### src/rtl/rv_pkg.sv
// rv_pkg: shared RV32I widths, register-address typedefs and the x0 constant.
// Revision 1.0
`default_nettype none

package rv_pkg;
  localparam int XLEN   = 32;
  localparam int REG_AW = 5;

  typedef logic [REG_AW-1:0] reg_addr_t;
  typedef logic [XLEN-1:0]   word_t;

  localparam reg_addr_t REG_ZERO = 5'd0;
endpackage

`default_nettype wire

### src/rtl/reg_scoreboard.sv
// reg_scoreboard: per-register pending-load bits and load-use stall compare.
// Optional macro REGFILE_BYPASS_EN lets a same-cycle write-back suppress the stall. Revision 1.0
`default_nettype none

module reg_scoreboard #(
  parameter int NREG = 32
) (
  input  logic                      clk,
  input  logic                      rst_n,
  input  logic [rv_pkg::REG_AW-1:0] rs1_addr,
  input  logic [rv_pkg::REG_AW-1:0] rs2_addr,
  input  logic                      rs1_used,
  input  logic                      rs2_used,
  input  logic                      RegWrite,
  input  logic [rv_pkg::REG_AW-1:0] wr_addr,
  input  logic                      busy_set,
  input  logic [rv_pkg::REG_AW-1:0] busy_addr,
  output logic                      stall
);
  import rv_pkg::*;

  logic [NREG-1:1] busy;
  logic [NREG-1:0] busy_vec;
  logic            byp1;
  logic            byp2;
  logic            haz1;
  logic            haz2;

  // A new load issuing to a register whose older load is retiring keeps it busy.
  always_ff @(posedge clk or negedge rst_n) begin
    if (!rst_n) begin
      busy <= '0;
    end else begin
      for (int i = 1; i < NREG; i++) begin
        if (busy_set && busy_addr == REG_AW'(i))
          busy[i] <= 1'b1;
        else if (RegWrite && wr_addr == REG_AW'(i))
          busy[i] <= 1'b0;
      end
    end
  end

  assign busy_vec = {busy, 1'b0};

`ifdef REGFILE_BYPASS_EN
  assign byp1 = RegWrite && (wr_addr != REG_ZERO) && (wr_addr == rs1_addr);
  assign byp2 = RegWrite && (wr_addr != REG_ZERO) && (wr_addr == rs2_addr);
`else
  assign byp1 = 1'b0;
  assign byp2 = 1'b0;
`endif

  assign haz1  = rs1_used && (rs1_addr != REG_ZERO) && busy_vec[rs1_addr] && !byp1;
  assign haz2  = rs2_used && (rs2_addr != REG_ZERO) && busy_vec[rs2_addr] && !byp2;
  assign stall = haz1 | haz2;

endmodule

`default_nettype wire

### src/rtl/reg_file.sv
// reg_file: RV32I architectural register file, two combinational reads, one write, load-use stall.
// Optional macro REGFILE_BYPASS_EN forwards same-cycle Write_data to the read ports. Revision 1.0
`default_nettype none

module reg_file #(
  parameter int XLEN = rv_pkg::XLEN,
  parameter int NREG = 32
) (
  input  logic                      clk,
  input  logic                      rst_n,
  input  logic [rv_pkg::REG_AW-1:0] rs1_addr,
  input  logic [rv_pkg::REG_AW-1:0] rs2_addr,
  input  logic                      rs1_used,
  input  logic                      rs2_used,
  output logic [XLEN-1:0]           rs1_data,
  output logic [XLEN-1:0]           rs2_data,
  input  logic                      RegWrite,
  input  logic [rv_pkg::REG_AW-1:0] wr_addr,
  input  logic [XLEN-1:0]           Write_data,
  input  logic                      busy_set,
  input  logic [rv_pkg::REG_AW-1:0] busy_addr,
  output logic                      stall
);
  import rv_pkg::*;

  logic [XLEN-1:0] mem [NREG];

  always_ff @(posedge clk or negedge rst_n) begin
    if (!rst_n) begin
      for (int i = 0; i < NREG; i++)
        mem[i] <= '0;
    end else if (RegWrite && wr_addr != REG_ZERO) begin
      mem[wr_addr] <= Write_data;
    end
  end

  always_comb begin
    rs1_data = (rs1_addr == REG_ZERO) ? '0 : mem[rs1_addr];
    rs2_data = (rs2_addr == REG_ZERO) ? '0 : mem[rs2_addr];
`ifdef REGFILE_BYPASS_EN
    if (RegWrite && wr_addr != REG_ZERO && wr_addr == rs1_addr)
      rs1_data = Write_data;
    if (RegWrite && wr_addr != REG_ZERO && wr_addr == rs2_addr)
      rs2_data = Write_data;
`endif
  end

  reg_scoreboard #(
    .NREG(NREG)
  ) u_scoreboard (
    .clk      (clk),
    .rst_n    (rst_n),
    .rs1_addr (rs1_addr),
    .rs2_addr (rs2_addr),
    .rs1_used (rs1_used),
    .rs2_used (rs2_used),
    .RegWrite (RegWrite),
    .wr_addr  (wr_addr),
    .busy_set (busy_set),
    .busy_addr(busy_addr),
    .stall    (stall)
  );

endmodule

`default_nettype wire

### config.mk
export PLATFORM = sky130hd
export DESIGN_NAME = reg_file
export DESIGN_NICKNAME = d
export VERILOG_FILES = /design/src/rtl/rv_pkg.sv /design/src/rtl/reg_scoreboard.sv /design/src/rtl/reg_file.sv
export SDC_FILE = /design/constraint.sdc
export NUM_CORES = 2
export LEC_CHECK = 0
export CORE_UTILIZATION = 30
export DETAILED_ROUTE_END_ITERATION = 8
export HOLD_SLACK_MARGIN = 0.1
export PLACE_DENSITY = 0.53
export SYNTH_ARGS = -nofsm -noshare
export SYNTH_HDL_FRONTEND = slang
export SYNTH_HIERARCHICAL = 1
export SYNTH_SLANG_ARGS = --single-unit
### constraint.sdc
create_clock -name clk -period 2.52 [get_ports clk]
set_input_delay 0.378 -clock clk [delete_from_list [all_inputs] [get_ports clk]]
set_output_delay 0.378 -clock clk [all_outputs]
set_load 0.01 [all_outputs]
## After elaboration in Yosys (flattened, before gate mapping)

Cells that the tools add are included.

| word-level totals | value |
|---|---|
| register bits | 1055 |
| input bits | 58 |
| output and inout bits | 65 |
| logic and storage cells | 316 |

| operators by class | value |
|---|---|
| $lt $le $gt $ge | 6 |
| eq/ne operators | 62 |
| multiplexer cells | 77 |
| bitwise logic cells | 4 |
| reductions and logical operators | 104 |

Operators with widths:

| cell | number |
|---|---|
| $bwmux W1024 | 1 |
| $bmux W32 S5 | 2 |
| $mux W32 | 7 |
| $demux W32 S5 | 1 |
| $eq A5 B5 Y1 const B | 32 |
| $eq A5 B4 Y1 const B | 16 |
| $logic_and A1 B1 Y1 | 68 |
| $mux W1 | 64 |
| $reduce_bool A2 Y1 | 31 |
| $eq A5 B3 Y1 const B | 8 |
| $eq A5 B2 Y1 const B | 4 |
| $ge A6 B6 Y1 const B | 3 |
| $not A5 Y6 | 3 |
| $reduce_bool A5 Y1 | 3 |
| $lt A5 B6 Y1 const B | 2 |
| $bmux W1 S5 | 2 |
| $eq A5 B1 Y1 const B | 2 |
| $logic_not A5 Y1 | 2 |
| $lt A6 B1 Y1 const B | 1 |
| $or A1 B1 Y1 | 1 |

## Depth between registers and ports, before layout

| depth | value |
|---|---|
| depth after elaboration | 6 |
| gate-level depth with buffers | 9 |

## By module

The synthesis kept the hierarchy.

Modules (own cells, without submodules):

| module | times used | cells an instance | area each (µm²) | seq. area each (µm²) |
|---|---|---|---|---|
| reg_file | 1 | 3667 | 54478.5 | 25624.6 |
| reg_scoreboard | 1 | 202 | 1973.1 | 775.7 |

## Worst setup path before layout

OpenSTA, ideal clock, no wires.

| timing | value |
|---|---|
| path type | input to output |
| start point | input rs2_addr[1] (netlist name) |
| end point | output rs2_data[0] |
| arrival | 1950 ps |
| required time | 2142 ps |
| setup slack | 192 ps |
| stages | 9 |
| path buffers | 5 |
| cell sequence | buf_4 -> buf_6 -> buf_4 -> and2_1 -> clkbuf_1 -> clkbuf_1 -> a22oi_1 -> a21oi_1 -> nor4_1 |

| on the way | value |
|---|---|
| word-level cells in the longest chain between the ends | 5 |
| elaborated cells between the ends (all ways) | 6 |
| classes of those cells | mux: 4; bitwise: 1; reduce/logical: 1 |

Ends and longest elaborated chain:

| element | RTL line | source |
|---|---|---|
| from (decl) | reg_file.sv:12 | `input logic [rv_pkg::REG_AW-1:0] rs2_addr,` |
| $not A5 Y6 (not written as such) | reg_file.sv:39 | `rs2_data = (rs2_addr == REG_ZERO) ? '0 : mem[rs2_addr];` |
| $bmux W32 S5 | reg_file.sv:39 |  |
| $mux W32 (not written as such) (2 in a row) | reg_file.sv:39 |  |
| $mux W32 (*) | reg_file.sv:39 |  |
| to (decl) | reg_file.sv:16 | `output logic [XLEN-1:0] rs2_data,` |

Mark *: on every way between the ends. The rest lies on a longest branch, timed or not. The select of a mux whose other input is x is not followed.

## Worst setup path in the final report

| timing | value |
|---|---|
| start point | register mem[166] (netlist name) |
| end point | output rs2_data[6] |

| on the way | value |
|---|---|
| word-level cells in the longest chain between the ends | 4 |

Ends and longest elaborated chain:

| element | RTL line | source |
|---|---|---|
| from (decl) | reg_file.sv:26 | `logic [XLEN-1:0] mem [NREG];` |
| from (signal, indexed assignment) | reg_file.sv:33 | `mem[wr_addr] <= Write_data;` |
| $bmux W32 S5 | reg_file.sv:39 |  |
| $mux W32 (not written as such) (2 in a row) | reg_file.sv:39 |  |
| $mux W32 | reg_file.sv:39 |  |

Every way passes these cells. The select of a mux whose other input is x is not followed.

==> flow_summary.json <==
{
  "drtAntennaViolNets": 0,
  "final-seq-area_um2": 26400,
  "hold_class": "input port to asynchronous set/reset pin",
  "p_leak_nw": 32.56,
  "die_width_um": 435.8,
  "slowest_delay_ns": 0.53,
  "nNetsFinal": 4682,
  "final_area_um2": 74560,
  "syn-num-nets": 3927,
  "path_class": "flop to output port",
  "detailedPlacementHpwl_um": 144800,
  "cts_buffers": 116,
  "io_pins": 123,
  "netlist_instances": 3869,
  "critPathCaptureType": "output port",
  "synth_top_area_cell": "dfrtp_1",
  "cts.path.max_buffers": 3,
  "clk_latency_ns": 0.73,
  "drv_cap": 0,
  "r2r_setup_slack_ns": 1.39,
  "cp_cell_sequence": "mux4_2 -> mux4_2 -> o22ai_4 -> nor3_4 -> buf_6",
  "worstPathArrival_ns": 2.63,
  "max-slew-margin-rel": 0.4848,
  "ys_async_sr_fraction": 1.000,
  "grt.overflow.total": 0,
  "reg2reg_depth": 4,
  "cp_max_fo": 2,
  "syn_to_final_growth_pct": 32.08,
  "die_h_um": 435.8,
  "ys_types": 53,
  "rsz0062_at_grt": "yes",
  "ir_drop_mv": 0.5145,
  "ys_warn_count": 6,
  "avgSynthCellArea_um2": 14.59,
  "cts_root_buffer": "clkbuf_16",
  "synth_top_family_by_area": "multiplexers",
  "fill_cells": 17310,
  "yosys-top-cells-count": "dfrtp_1 (1,055), mux2_2 (1,032), mux4_2 (409), mux2i_1 (262), clkbuf_1 (229)",
  "yosys-top-cells-area": "dfrtp_1 (47%), mux2_2 (21%), mux4_2 (16%)",
  "setup_slack_ns": -0.4892,
  "synth-compound-area-share": 0.05180,
  "power_density_nw_per_um2": 742.9,
  "grt_usage": 0.2219,
  "rows": 158,
  "cts_tree": "built",
  "syn_area_um2": 56450,
  "path_clk_slew_ns": 0.06,
  "clock.fmax_ghz": 0.3323,
  "startpoint_type": "flop",
  "slew_violations": 0,
  "drive_gt1_frac": 0.6249,
  "synth_mux_area_frac": 0.4174,
  "ys_seq_area_frac": 0.4677,
  "wl_per_cell_um": 29.29,
  "worst_ep_required_time_ns": 2.14,
  "grt_pass1_wl_um": 310700,
  "grt_max_degree": 78,
  "drc": 0,
  "synth_top_flop_cell": "dfrtp_1",
  "hold_violations": 0,
  "drt-total-wl_um": 211100,
  "gp_congestion": 0.8776,
  "dpl_worst_slack_ns": -1.579,
  "portBuffers": 122,
  "synth_most_common_cell": "dfrtp_1",
  "yosys.area_share.simple": 0.02562,
  "core_um2": 186200,
  "synth.top_cell.area_share": 0.4677,
  "clock-sinks": 1055,
  "synth_edf_count": 0,
  "antenna_found_initial": 4,
  "finalCritPeriodShare": 1.194,
  "htree_levels": 3,
  "start_util": 0.3031,
  "dieArea_um2": 189900,
  "violations": "negative setup slack",
  "fin_cells": 7207,
  "fin_crit_ns": 3.009,
  "r2r_start": "mem[40]",
  "multi_input_comb_area_um2": 30580,
  "vias_per_cell": 5.469,
  "status": "complete, but fails checks",
  "tightest_slew_ns": 0.7712,
  "cp_slowest_cell": "mux4_2",
  "synth_xor_area_frac": 0,
  "synthAdderAreaFrac": 0,
  "numPlacedInstances": 6972,
  "initialDrtViolationCount": 2888,
  "first_global_vias": 42320,
  "worst_r2r_endpoint": "mem[40]",
  "synth_seq_cells": 1055,
  "skew_ns": 0,
  "vias": 39420,
  "dr.pass1.iters": 5,
  "place_area_um2": 67840,
  "setup_viol": 65,
  "crit_path_frequent_cell": "mux4_2"
}
## kinds of logic (layout without fill, tap and decap cells)
kind of cell,Yosys count,count (layout)
AND/OR/NAND/NOR,257,257
multiplexers,1711,1711
buffers and inverters,439,1294
AO/OA/AOI/OAI,407,407
flip-flops,1055,1055
other,0,3
## worst max-delay path, delay by kind of cell, from the launching register on
family,cells,cell delay (ns)
flops,1,0.40
mux,2,1.02
simple gates,1,0.12
compound gates,1,0.18
buf+inv,1,0.15
## sequential cells by signal, summed over array words and instances (netlist names)
| register | flops |
|---|---|
| mem | 1024 |
| u_scoreboard/busy | 31 |
## layout make-up
| cell class | count | area share |
|---|---|---|
| sequential | 1055 | 0.3541 |
| timing repair buffer | 1075 | 0.1394 |
| tap | 2480 | 0.04162 |
| clock buffer | 167 | 0.04571 |
| antenna | 3 | 0.0001007 |
| multi-input combinational | 2375 | 0.4101 |
| clock inverter | 51 | 0.008911 |
| inverter | 1 | 0.00005034 |
## repair_timing
item	4_1_cts	5_1_grt
cloned	3	1
gates resized for setup	653	88
setup buffers	52	15
hold buffers	1	0
hold endpoints to repair	442	0
setup endpoints to repair	65	65
pin swaps	154	54
## stage by stage
stage	util	setup TNS [ns]	hold slack (ns)	power [W]
floorplan	-	0	0.08241	0.02960
global route	0.4003	-26.50	0.1553	0.05772
detailed placement	0.3643	-74.46	0.3182	0.03616
global placement	0.3643	-73.63	0.3183	0.03586
CTS	0.3976	-27.25	0.1136	0.05548
finish	0.4004	-23.11	0.1344	0.05539
## power breakdown
group | total (W) | switching, W | internal (W)
Clock | 0.0183 | 0.00751 | 0.0108
Combinational | 0.0146 | 0.00597 | 0.00866
Sequential | 0.0224 | 0.00226 | 0.0202
Total | 0.0554 | 0.0157 | 0.0397
## how the worst max path moves through the flow
stage          slack [ns]      endpoint        start  cells after the start
2_1_floorplan        0.19   rs2_data[0]  rs2_addr[1]                      9
3_3_place_gp        -1.64  rs1_data[21]  rs1_addr[3]                     10
3_5_place_dp        -1.58  rs1_data[21]  rs1_addr[3]                     10
4_1_cts             -0.56   rs1_data[9]       mem[9]                      6
5_1_grt             -0.53   rs2_data[9]       mem[9]                      5
6_report            -0.49   rs2_data[6]     mem[166]                      5
## cells in the final DEF, fill, tap and decap left out, types with 61 or more instances in the layout
master	instances
mux2i_1	261
a22oi_1	63
buf_4	758
clkbuf_16	120
mux4_2	409
buf_12	150
mux2_2	1022
buf_6	61
dfrtp_1	1055
o21ai_0	64
## per-layer routing
metal	up-vias	wire length [µm]	GRT usage
met4	2	7676	0.08132
met1	21450	88960	0.2874
met5	-	8	0
li1	16530	-	-
met2	1096	104700	0.3765
met3	345	9682	0.03074
No activity file was read; power rests on OpenSTA's default activity.
